===== src/rtl/rr_arbiter4_pkg.sv =====
// rtl/rr_arbiter4_pkg.sv - shared types and sizes for the 4-way round-robin arbiter
package rr_arbiter4_pkg;

    localparam int NUM_REQ = 4;
    localparam int IDX_W   = 2;

    typedef enum logic {
        ST_IDLE = 1'b0,
        ST_BUSY = 1'b1
    } arb_state_t;

endpackage


===== src/rtl/rr_arbiter4_prio_enc4.sv =====
// rtl/rr_arbiter4_prio_enc4.sv - rotated priority search starting at i_ptr
module prio_enc4
    import rr_arbiter4_pkg::*;
(
    input  logic [NUM_REQ-1:0] i_req,
    input  logic [IDX_W-1:0]   i_ptr,
    output logic [IDX_W-1:0]   o_idx,
    output logic               o_found
);

    logic [IDX_W-1:0] w_cand;

    // Walk from the farthest offset back to i_ptr so the nearest hit wins.
    always_comb begin
        o_idx   = '0;
        o_found = 1'b0;
        w_cand  = '0;
        for (int i = NUM_REQ - 1; i >= 0; i--) begin
            w_cand = i_ptr + IDX_W'(i);
            if (i_req[w_cand]) begin
                o_idx   = w_cand;
                o_found = 1'b1;
            end
        end
    end

endmodule


===== src/rtl/rr_arbiter4.sv =====
// rtl/rr_arbiter4.sv - 4-requester round-robin arbiter with bounded hold and preemption
module rr_arbiter4
    import rr_arbiter4_pkg::*;
#(
    parameter int MAX_HOLD = 8
) (
    input  logic               clk,
    input  logic               rst_n,
    input  logic [NUM_REQ-1:0] req,
    output logic [NUM_REQ-1:0] grant,
    output logic [IDX_W-1:0]   gnt_idx,
    output logic               gnt_valid,
    output logic               preempt
);

    localparam logic [7:0] MAX_HOLD_C = 8'(MAX_HOLD);

    arb_state_t         r_state, w_state;
    logic [IDX_W-1:0]   r_ptr, w_ptr;
    logic [7:0]         r_cnt, w_cnt;
    logic [NUM_REQ-1:0] r_grant, w_grant;
    logic [IDX_W-1:0]   r_gnt_idx, w_gnt_idx;
    logic               r_gnt_valid;
    logic               r_preempt, w_preempt;

    logic [NUM_REQ-1:0] w_search;
    logic [IDX_W-1:0]   w_found_idx;
    logic               w_found;
    logic               w_owner_req;
    logic               w_new;

    // While busy the owner is excluded, so the search only sees other requesters.
    assign w_search    = (r_state == ST_IDLE) ? req : (req & ~r_grant);
    assign w_owner_req = |(req & r_grant);

    prio_enc4 u_prio (
        .i_req   (w_search),
        .i_ptr   (r_ptr),
        .o_idx   (w_found_idx),
        .o_found (w_found)
    );

    always_comb begin
        w_state   = r_state;
        w_ptr     = r_ptr;
        w_cnt     = r_cnt;
        w_grant   = r_grant;
        w_preempt = 1'b0;
        w_new     = 1'b0;
        case (r_state)
            ST_IDLE: begin
                if (w_found) w_new = 1'b1;
            end
            ST_BUSY: begin
                if (!w_owner_req) begin
                    if (w_found) begin
                        w_new = 1'b1;
                    end else begin
                        w_state = ST_IDLE;
                        w_grant = '0;
                        w_cnt   = '0;
                    end
                end else if (r_cnt < MAX_HOLD_C) begin
                    w_cnt = r_cnt + 8'd1;
                end else if (w_found) begin
                    w_new     = 1'b1;
                    w_preempt = 1'b1;
                end else begin
                    w_cnt = 8'd1;
                end
            end
            default: begin
                w_state = ST_IDLE;
                w_grant = '0;
                w_cnt   = '0;
            end
        endcase
        if (w_new) begin
            w_state = ST_BUSY;
            w_grant = NUM_REQ'(1) << w_found_idx;
            w_ptr   = w_found_idx + IDX_W'(1);
            w_cnt   = 8'd1;
        end
    end

    assign w_gnt_idx = {w_grant[2] | w_grant[3], w_grant[1] | w_grant[3]};

    always_ff @(posedge clk) begin
        if (!rst_n) begin
            r_state     <= ST_IDLE;
            r_ptr       <= '0;
            r_cnt       <= '0;
            r_grant     <= '0;
            r_gnt_idx   <= '0;
            r_gnt_valid <= 1'b0;
            r_preempt   <= 1'b0;
        end else begin
            r_state     <= w_state;
            r_ptr       <= w_ptr;
            r_cnt       <= w_cnt;
            r_grant     <= w_grant;
            r_gnt_idx   <= w_gnt_idx;
            r_gnt_valid <= |w_grant;
            r_preempt   <= w_preempt;
        end
    end

    assign grant     = r_grant;
    assign gnt_idx   = r_gnt_idx;
    assign gnt_valid = r_gnt_valid;
    assign preempt   = r_preempt;

endmodule


===== config.mk =====
export PLATFORM = sky130hd
export DESIGN_NAME = rr_arbiter4
export DESIGN_NICKNAME = d
export VERILOG_FILES = /design/src/rtl/rr_arbiter4_pkg.sv /design/src/rtl/rr_arbiter4_prio_enc4.sv /design/src/rtl/rr_arbiter4.sv
export SDC_FILE = /design/constraint.sdc
export NUM_CORES = 1
export LEC_CHECK = 0
export ABC_AREA = 1
export BUFFER_PORTS_ARGS = -buffer_cell sky130_fd_sc_hd__clkbuf_2
export CAP_MARGIN = 40
export CELL_PAD_IN_SITES_DETAIL_PLACEMENT = 1
export CELL_PAD_IN_SITES_GLOBAL_PLACEMENT = 1
export CORE_UTILIZATION = 32
export CTS_CLUSTER_SIZE = 24
export DETAILED_ROUTE_END_ITERATION = 10
export MAX_ROUTING_LAYER = met4
export PLACE_DENSITY_LB_ADDON = 0.1
export SYNTH_ARGS = -nofsm -noshare
export SYNTH_HDL_FRONTEND = slang
export SYNTH_HIERARCHICAL = 1
export SYNTH_SLANG_ARGS = --single-unit

===== constraint.sdc =====
create_clock -name clk -period 3.4 [get_ports clk]
set_clock_uncertainty 0.1 [all_clocks]
set_input_delay 0.17 -clock clk [delete_from_list [all_inputs] [get_ports clk]]
set_output_delay 0.17 -clock clk [all_outputs]
set_load 0.03 [all_outputs]

==> flow_summary.ini, run 1 <==
[critical_path]
cpPeakStageDelay_ps = 510
worst_setup_path_end_kind = register
crit_arrival_ps = 2500
critPathKind = reg -> reg
crit_fanout = 9
cpMostUsedCell = nand2_1
path_delay_family = simple AND/OR/NAND/NOR gates
cp_slowest_cell = dfxtp_1
crit_path_start_kind = register
worst-path-buf-inv = 2
crit_chain = a21boi_0, inv_1, nand2_1, and2_4, inv_1, nand3_1, nor2_2, a21boi_1, nand2_1, nand2_1, nor2_1, a21oi_2
cp.required_ps = 3500

[layout]
nFillCells = 451
layout-drive-gt1-share_pct = 25.7
syn_to_final_growth_pct = 11.0
num-nets-final = 191
antenna_cells = 0

[logic_synthesis]
synthArstFlopShare_pct = 0
synth_top_family_by_area = simple AND/OR/NAND/NOR gates
seq_area_frac_synth_pct = 32.8
synth_fp_nets = 175
muxShareOfSynthArea_pct = 0
synth_most_common_cell = nand2_1
synth_area_um2 = 1160
yosys-top-cells-count = 36 x nand2_1, 19 x dfxtp_1, 19 x inv_1, 19 x nand3_1, 12 x nor2_1
syn_avg_cell_area_um2 = 7.07
synth_cell_types = 28
synth-simple-area-share_pct = 34.2
yosys_register_bits = 19
synth.area.top_cells = dfxtp_1 33%, nand2_1 12%, nand3_1 8.2%
ys.warnings.count = 6
yosysTopAreaCell = dfxtp_1
synth-main-ff-cell = dfxtp_1
synth_top_area_share_pct = 32.8
synth_edf_count = 0
synth_xor_xnor_area_share_pct = 0
synth_compound_area_share_pct = 15.4
synth_cells = 164
synthAdderAreaFrac_pct = 5.39

[cts]
cts_root_buffer = clkbuf_4
ctsLongestPathBuffers = 2
path_clk_slew_ps = 120
numCtsBuffers = 3
cts_resized = 0
cts_tree = built
clock-sinks = 19
clk_latency_ps = 290
htree_num_levels = 1
hold_buffers = 0
postCtsSetupBuffers = 0

[job]
maxCapViolations = 0

[route]
wl_um = 2610
viasPerCell = 4.60
ant_nets = 0
first_iter_violations = 28
drcViolationCount = 0
first_pass_iters = 3
wire_per_inst_um = 11.6
vias = 1034

[sta]
finalCriticalPeriod_ps = 2410
setup_tns_ps = 0
fin_crit_sh_pct = 70.8
setup_violations = 0
maxSlewHeadroom_pct = 67.5
max_freq_ghz = 0.416
hold_violations = 0
tightestPinTransition_ps = 486
rsz0062_at_grt = false
slew_viol_final = 0

[pwr]
powerDensity_nw_per_um2 = 879
total_power_w = 0.00113
peakVddDrop_v = 0.000319
leakage_nw = 0.648

[floorplan]
ios = 14
die_w_um = 62.2
rows = 21
dieArea_um2 = 3870
fp.dieH_um = 62.2
start_util_pct = 34.0
core_area_um2 = 3420

[place]
hpwl_um = 2190
port-buffer-count = 13
gp_congestion = 0.900

[global_routing]
grt_pass1_vias = 1034
overflow = 0
grt_antenna_before_repair = 0
grt_first_pass_wirelength_um = 4520
grtUsageTotal_pct = 15.0
grt_max_degree = 12

[outcome]
status = finished, final reports clean

[worst_hold_path]
hp-class = in -> reg
layout by cell type, fill, tap and decap left out, types with 3 or more instances in the layout:
cell type	synthesis	routed
nand2_1	36	36
inv_1	19	19
nand3_1	19	19
dfxtp_1	19	19
clkbuf_2	0	13
nor2_1	12	12
nand2_2	8	8
inv_2	7	7
a21oi_1	7	7
a21boi_0	6	6
ha_1	5	5
o21ai_1	3	3
clkbuf_4	0	3
report_power, final:
part           total (W)  leakage, nW  switching (W)  internal [W]
Sequential      0.000333        0.156      0.0000599      0.000273
Clock           0.000118       0.0177      0.0000743     0.0000437
Combinational   0.000681        0.474       0.000453      0.000228
Total            0.00113        0.648       0.000587      0.000544
logic make-up (layout without fill, tap and decap cells):
logic type / Yosys count / after routing
and+or+nand+nor: 82 / 82
DFF: 19 / 19
buffers and inverters: 32 / 47
adders and majority gates: 5 / 5
AOI/OAI and AO/OA: 26 / 26
cell type report:
cell class / instances / area [um2] / area share (%)
multi-input combinational: 113 / 638 / 49.6
sequential: 19 / 380 / 29.5
inverter: 30 / 119 / 9.23
timing repair buffer: 13 / 65.1 / 5.05
tap: 46 / 57.6 / 4.47
clock buffer: 3 / 22.5 / 1.75
clock inverter: 1 / 5.00 / 0.389
path summary, 6_finish.rpt:
path | start | end | slack [ps] | cells after the start
min reg2reg | r_cnt[5] | r_cnt[5] | 360 | 2
min | rst_n | r_cnt[0] | 70 | 3
max reg2reg | r_state | gnt_valid | 990 | 12
max | r_state | gnt_valid | 990 | 12
registers in the layout, indices dropped and copies added (netlist names):
name       count
r_state        1
grant          4
r_ptr          2
gnt_valid      1
gnt_idx        2
preempt        1
r_cnt          8
tightest hold or removal path, stage by stage:
cell      delay [ps]
clkbuf_2         130
o21ai_0           90
a21oi_1           40
per-layer routing:
metal / vias to the layer above / track usage, % / wire [um]
met5: - / - / 0
met4: 0 / 2.62 / 18
met3: 2 / 2.76 / 39
met2: 8 / 24.6 / 1210
met1: 478 / 19.3 / 1340
li1: 546 / - / -
per-stage QoR:
stage               hold slack (ps)  worst slack [ps]  area (um2)  utilization [%]  cells
finish                         72.1               993        1290             37.7    225
global route                   94.6               720        1290             37.7    225
CTS                            65.9              1010        1290             37.7    225
detailed placement              346              1020        1260             36.9    221
global placement                344              1070        1260             36.9    221
floorplan                       184              1350        1160                -    164
No activity file was read; power rests on OpenSTA's default activity.
==> run 2: changes to the inputs <==
==> constraint.sdc (replaced) <==
create_clock -name clk -period 2 [get_ports clk]
set_clock_uncertainty 0.1 [all_clocks]
set_input_delay 0.1 -clock clk [delete_from_list [all_inputs] [get_ports clk]]
set_output_delay 0.1 -clock clk [all_outputs]
set_load 0.03 [all_outputs]
==> run 2 against run 1 <==
  * Critical path depth rose by 1
  * Cell area rose by 22%
  * Sequential share of layout area down 4.9 points
  * Worst setup slack got worse by 970 ps
  * Sequential power is 60% higher
  * Combinational power increased to 2.7 times the previous value
  * Worst hold slack got worse by 45 ps
  * Power increased by 130%
  * Global-route usage rose by 0.68 points
  * Core utilization grew 8.5 points
  * Count of clock-buffer cells in the layout stayed put
  * Largest cell class unchanged
==> flow_summary.ini, run 2 (synthesized netlist as in run 1, its figures left out) <==
[floorplan]
fp.dieH_um = 62.2
ios = 14
dieArea_um2 = 3870
die_w_um = 62.2
start_util_pct = 34.0
rows = 21
core_area_um2 = 3420

[critical_path]
critPathKind = reg -> reg
worst-r2r-cell-count = 13
worst_setup_path_end_kind = register
crit_path_start_kind = register
cp.required_ps = 2090
crit_fanout = 5
crit_arrival_ps = 2060

[route]
first_pass_iters = 4
first_iter_violations = 49
vias = 1121
ant_nets = 0
viasPerCell = 4.67
wire_per_inst_um = 12.3
drcViolationCount = 0
wl_um = 2960

[sta]
slew_viol_final = 0
setup_ws_ps = 26.1
max_freq_ghz = 0.507
hold_violations = 0
finalCriticalPeriod_ps = 1970
maxSlewHeadroom_pct = 79.7
setup_violations = 0
fin_crit_sh_pct = 98.7
setup_tns_ps = 0
rsz0062_at_grt = true
tightestPinTransition_ps = 302

[cts]
numCtsBuffers = 3
cts_root_buffer = clkbuf_4
cts_tree = built
hold_buffers = 0
ctsLongestPathBuffers = 2
path_clk_slew_ps = 110
clk_latency_ps = 290
htree_num_levels = 1
clock-sinks = 19

[place]
hpwl_um = 2270
post-place-ws_ps = -187
gp_congestion = 0.785
port-buffer-count = 13

[layout]
antenna_cells = 0
layout-drive-gt1-share_pct = 50.0
seqCellArea_um2 = 388
utilization_pct = 46.2
num-nets-final = 206
multi_input_area_um2 = 788
syn_to_final_growth_pct = 35.9
nFillCells = 438
top_register = r_cnt
layout_common_cells = 29 x nand2_1, 16 x inv_1, 15 x nand2_2, 15 x dfxtp_1
final_common_cell = nand2_1
largest_register_ffs = 8

[global_routing]
grtUsageTotal_pct = 15.6
grt_first_pass_wirelength_um = 4810
grt_antenna_before_repair = 0
overflow = 0
grt_pass1_vias = 1115
grt_max_degree = 12

[outcome]
status = finished, final reports clean

[pwr]
powerDensity_nw_per_um2 = 1630
total_power_w = 0.00256
peakVddDrop_v = 0.000682
leakage_nw = 0.757

[worst_hold_path]
whs_path_depth = 3
hp-class = in -> reg

[job]
maxCapViolations = 0
[run 2: cell count changes in the layout (fill, tap and decap cells not counted), sizes merged]
| cell | before | now |
|---|---|---|
| buf | 0 | 15 |
[run 2: critical path: stages (launching register included)]
cell      delay, ps
dfxtp_4         390
a21boi_2        150
inv_2            70
o21ai_4         220
nor2_2           80
nor2_1          110
nand3_1          90
nand2_2         130
inv_4            60
ha_4            160
nand3_2          90
nand2_2          70
nor2_4          110
a21oi_2          50
[run 2: per-layer routing]
layer	track usage, %	share of wire, %	vias to the layer above	routed length [um]
li1	-	-	582	-
met1	18.5	47	519	1390
met2	28.3	50	16	1470
met3	2.76	2.3	4	69
met4	1.74	0.88	0	26
met5	-	0	-	0
[run 2: layout make-up]
cell class | instances | area share [%]
Multi-Input combinational cell | 113 | 50.0
Sequential cell | 19 | 24.6
Timing Repair Buffer | 28 | 12.3
Inverter | 30 | 7.70
Tap cell | 46 | 3.65
Clock buffer | 3 | 1.43
Clock inverter | 1 | 0.317
[run 2: path summary, 6_finish.rpt]
| check | start | to | slack (ps) |
|---|---|---|---|
| max reg2reg | r_state | gnt_valid | 30 |
| min reg2reg | r_cnt[4] | r_cnt[4] | 360 |
| min | rst_n | grant[3] | 30 |
| max | r_state | gnt_valid | 30 |
[run 2: repair_timing]
item / in CTS / in global routing
buffers inserted: 0 / 2
setup endpoints to repair: 17 / 18
gates resized for setup: 13 / 34
pin swaps: 1 / 20
[run 2: metrics by stage]
stage                     instances  cell area, um2  hold WS [ps]
final                           240            1580          26.7
after global routing            240            1580          40.3
after CTS                       238            1430          11.0
after detailed placement        234            1370           343
after global placement          234            1370           336
after floorplan                 164            1160           114
[run 2: report_power, final]
group | internal, W | switching (W) | leakage [nW]
logic | 0.000771 | 0.00107 | 0.582
registers | 0.000471 | 0.0000614 | 0.157
clock network | 0.0000744 | 0.000120 | 0.0177
==> run 3: changes to the inputs <==
--- a/config.mk
+++ b/config.mk
@@ -5,7 +5,6 @@
 export SDC_FILE = /design/constraint.sdc
 export NUM_CORES = 1
 export LEC_CHECK = 0
-export ABC_AREA = 1
 export BUFFER_PORTS_ARGS = -buffer_cell sky130_fd_sc_hd__clkbuf_2
 export CAP_MARGIN = 40
 export CELL_PAD_IN_SITES_DETAIL_PLACEMENT = 1
==> run 3 against run 2 <==
  * Count of clock-buffer cells in the layout did not move
  * Area after synthesis is 12% lower
  * Power fell by 49%
  * Flip-flop and latch count unchanged
  * Sequential power is 5.3% lower
  * Worst hold slack improved by 260 ps
  * Die area is 11% lower
  * Core utilization decreased by 4.7 points
  * Critical path type unchanged
  * Critical endpoint unchanged
  * Largest power group unchanged
  * Highest routed layer unchanged
==> flow_summary.ini, run 3 <==
[logic_synthesis]
yosys-top-cells-count = 19 x dfxtp_1, 11 x nand2_1, 10 x mux2i_1
yosys_register_bits = 19
synth_most_common_cell = dfxtp_1
seq_area_frac_synth_pct = 37.1
synth_edf_count = 0
syn_avg_cell_area_um2 = 9.67
synthArstFlopShare_pct = 0
synth_cells = 106
yosysTopAreaCell = dfxtp_1
synth-main-ff-cell = dfxtp_1
synth.area.top_cells = dfxtp_1 37%, mux2i_1 9.8%, ha_1 6.1%
synth_cell_types = 35
synth_fp_nets = 117
synth_area_um2 = 1020
ys.warnings.count = 6
synth_top_area_share_pct = 37.1

[layout]
largest_register_ffs = 8
num-nets-final = 142
utilization_pct = 41.4
syn_to_final_growth_pct = 23.4
final_common_cell = dfxtp_1
layout_common_cells = 15 x dfxtp_1, 13 x clkbuf_2, 11 x nand2_1, 11 x buf_4, 10 x mux2i_1
top_register = r_cnt
antenna_cells = 0
stdcell_count = 174
layout-drive-gt1-share_pct = 36.9

[floorplan]
dieArea_um2 = 3430
core_area_um2 = 3050
rows = 20
ios = 14
die_w_um = 58.6
start_util_pct = 33.6
fp.dieH_um = 58.6

[cts]
cts_tree = built
htree_num_levels = 1
ctsLongestPathBuffers = 2
clock-sinks = 19
cts_root_buffer = clkbuf_4
numCtsBuffers = 3
clk_latency_ps = 300
postCtsSetupBuffers = 0
path_clk_slew_ps = 120

[global_routing]
overflow = 0
grt_pass1_vias = 855
grt_antenna_before_repair = 0
grt_first_pass_wirelength_um = 4010
grt_max_degree = 30
grtUsageTotal_pct = 16.2

[pwr]
peakVddDrop_v = 0.000384
powerDensity_nw_per_um2 = 1030
leakage_nw = 0.575

[sta]
slew_viol_final = 0
finalCriticalPeriod_ps = 1960
fin_crit_sh_pct = 97.9
tightestPinTransition_ps = 559
max_freq_ghz = 0.511
maxSlewHeadroom_pct = 62.7
hold_violations = 0
setup_violations = 0

[critical_path]
crit_chain = a21boi_4, nand2b_1, a211oi_1, nor2_1, inv_1, ha_1, o41ai_2, mux2i_1
worst-r2r-cell-count = 8
cp_slowest_cell = dfxtp_4
crit_path_start = r_state
reg2reg_from = r_state
r2r_end = gnt_valid
cpPeakStageDelay_ps = 390
cp.required_ps = 2100
crit_path_start_kind = register
endpoint = gnt_valid
worst_setup_path_end_kind = register
crit_arrival_ps = 2050
critPathKind = reg -> reg
ff2ff_setup_slack_ps = 40
crit_fanout = 5

[outcome]
status = finished, final reports clean

[place]
port-buffer-count = 13
gp_congestion = 0.807
hpwl_um = 1810
dp_cells = 170

[worst_hold_path]
hp-class = in -> reg

[route]
drcViolationCount = 0
first_iter_violations = 4
viasPerCell = 5.05
ant_nets = 0
first_pass_iters = 4
wl_um = 2460
wire_per_inst_um = 14.1
vias = 879

[job]
maxCapViolations = 0
==> run 3: changes by cell type after synthesis, moves of 4 or more <==
| cell | before | now |
|---|---|---|
| inv_1 | 19 | 2 |
| nand2_1 | 36 | 11 |
| nand3_1 | 19 | 7 |
| mux2i_1 | 0 | 10 |
| nand2_2 | 8 | 0 |
| nor2b_1 | 0 | 4 |
| nor2_1 | 12 | 7 |
| inv_2 | 7 | 0 |
| a21oi_1 | 7 | 2 |
==> run 3: kinds of logic (layout without fill, tap and decap cells) <==
family	Yosys count	count (layout)	synth area share, %
fa+ha+maj	5	5	6.11
simple gates	43	43	23.8
buf+inv	7	31	6.11
flops	19	19	37.1
mux	10	10	9.77
compound gates	22	22	17.1
==> run 3: how the worst min path moves through the flow <==
| stage | to | slack [ps] | start | cells after the start |
|---|---|---|---|---|
| after floorplan | r_cnt[6] | 260 | rst_n | 2 |
| after global placement | r_cnt[6] | 370 | r_cnt[6] | 1 |
| after detailed placement | r_cnt[7] | 380 | r_cnt[7] | 1 |
| after CTS | r_state | 270 | rst_n | 2 |
| after global routing | r_state | 310 | rst_n | 2 |
| final | r_state | 280 | rst_n | 2 |
==> run 3: through the flow <==
step / total power, W / instance area [um2] / worst slack, ps / setup TNS (ps) / hold WS [ps]
final: 0.00131 / 1260 / 42.2 / 0 / 284
after global routing: 0.00139 / 1260 / -23.5 / -41.0 / 311
after CTS: 0.00131 / 1240 / 21.0 / 0 / 273
after detailed placement: 0.00108 / 1200 / -104 / -104 / 375
after global placement: 0.00107 / 1200 / -59.4 / -59.4 / 367
after floorplan: 0.000874 / 1030 / 15.4 / 0 / 256
==> run 3: cell type report <==
type                       instances  area [um2]
fill                             382        1790
tap                               44        55.1
inverter                           2        7.51
clock buffer                       3        22.5
sequential                        19         388
timing repair buffer              25         168
clock inverter                     1        5.00
multi-input combinational         80         619
==> run 3: routing by layer <==
metal  up-vias  global-route usage, %  share of wire [%]
met5         -                      -                  0
met4         0                   6.12               0.85
met3         2                   2.64                2.4
met2        13                   24.3                 44
met1       426                   21.7                 53
li1        438                      -                  -
==> run 3: critical path, delay by kind of cell, from the launching register on <==
kind | cells | cell delay (ps)
and+or+nand+nor | 2 | 340
adders and majority gates | 1 | 220
AOI/OAI and AO/OA | 3 | 580
buffers and inverters | 1 | 110
muxes | 1 | 110
DFF | 1 | 390
==> run 3: where the power goes <==
part,leakage [nW],total [W],internal (W),switching [W]
registers,0.157,0.000504,0.000447,0.0000573
clock network,0.0177,0.000204,0.0000744,0.000130
logic,0.400,0.000600,0.000263,0.000337
==> run 3: timing repair <==
action | 4_1_cts | 5_1_grt
gates resized for setup | 4 | 9
pin swaps | 2 | 2
hold buffers | 0 | 0
setup endpoints to repair | 2 | 4
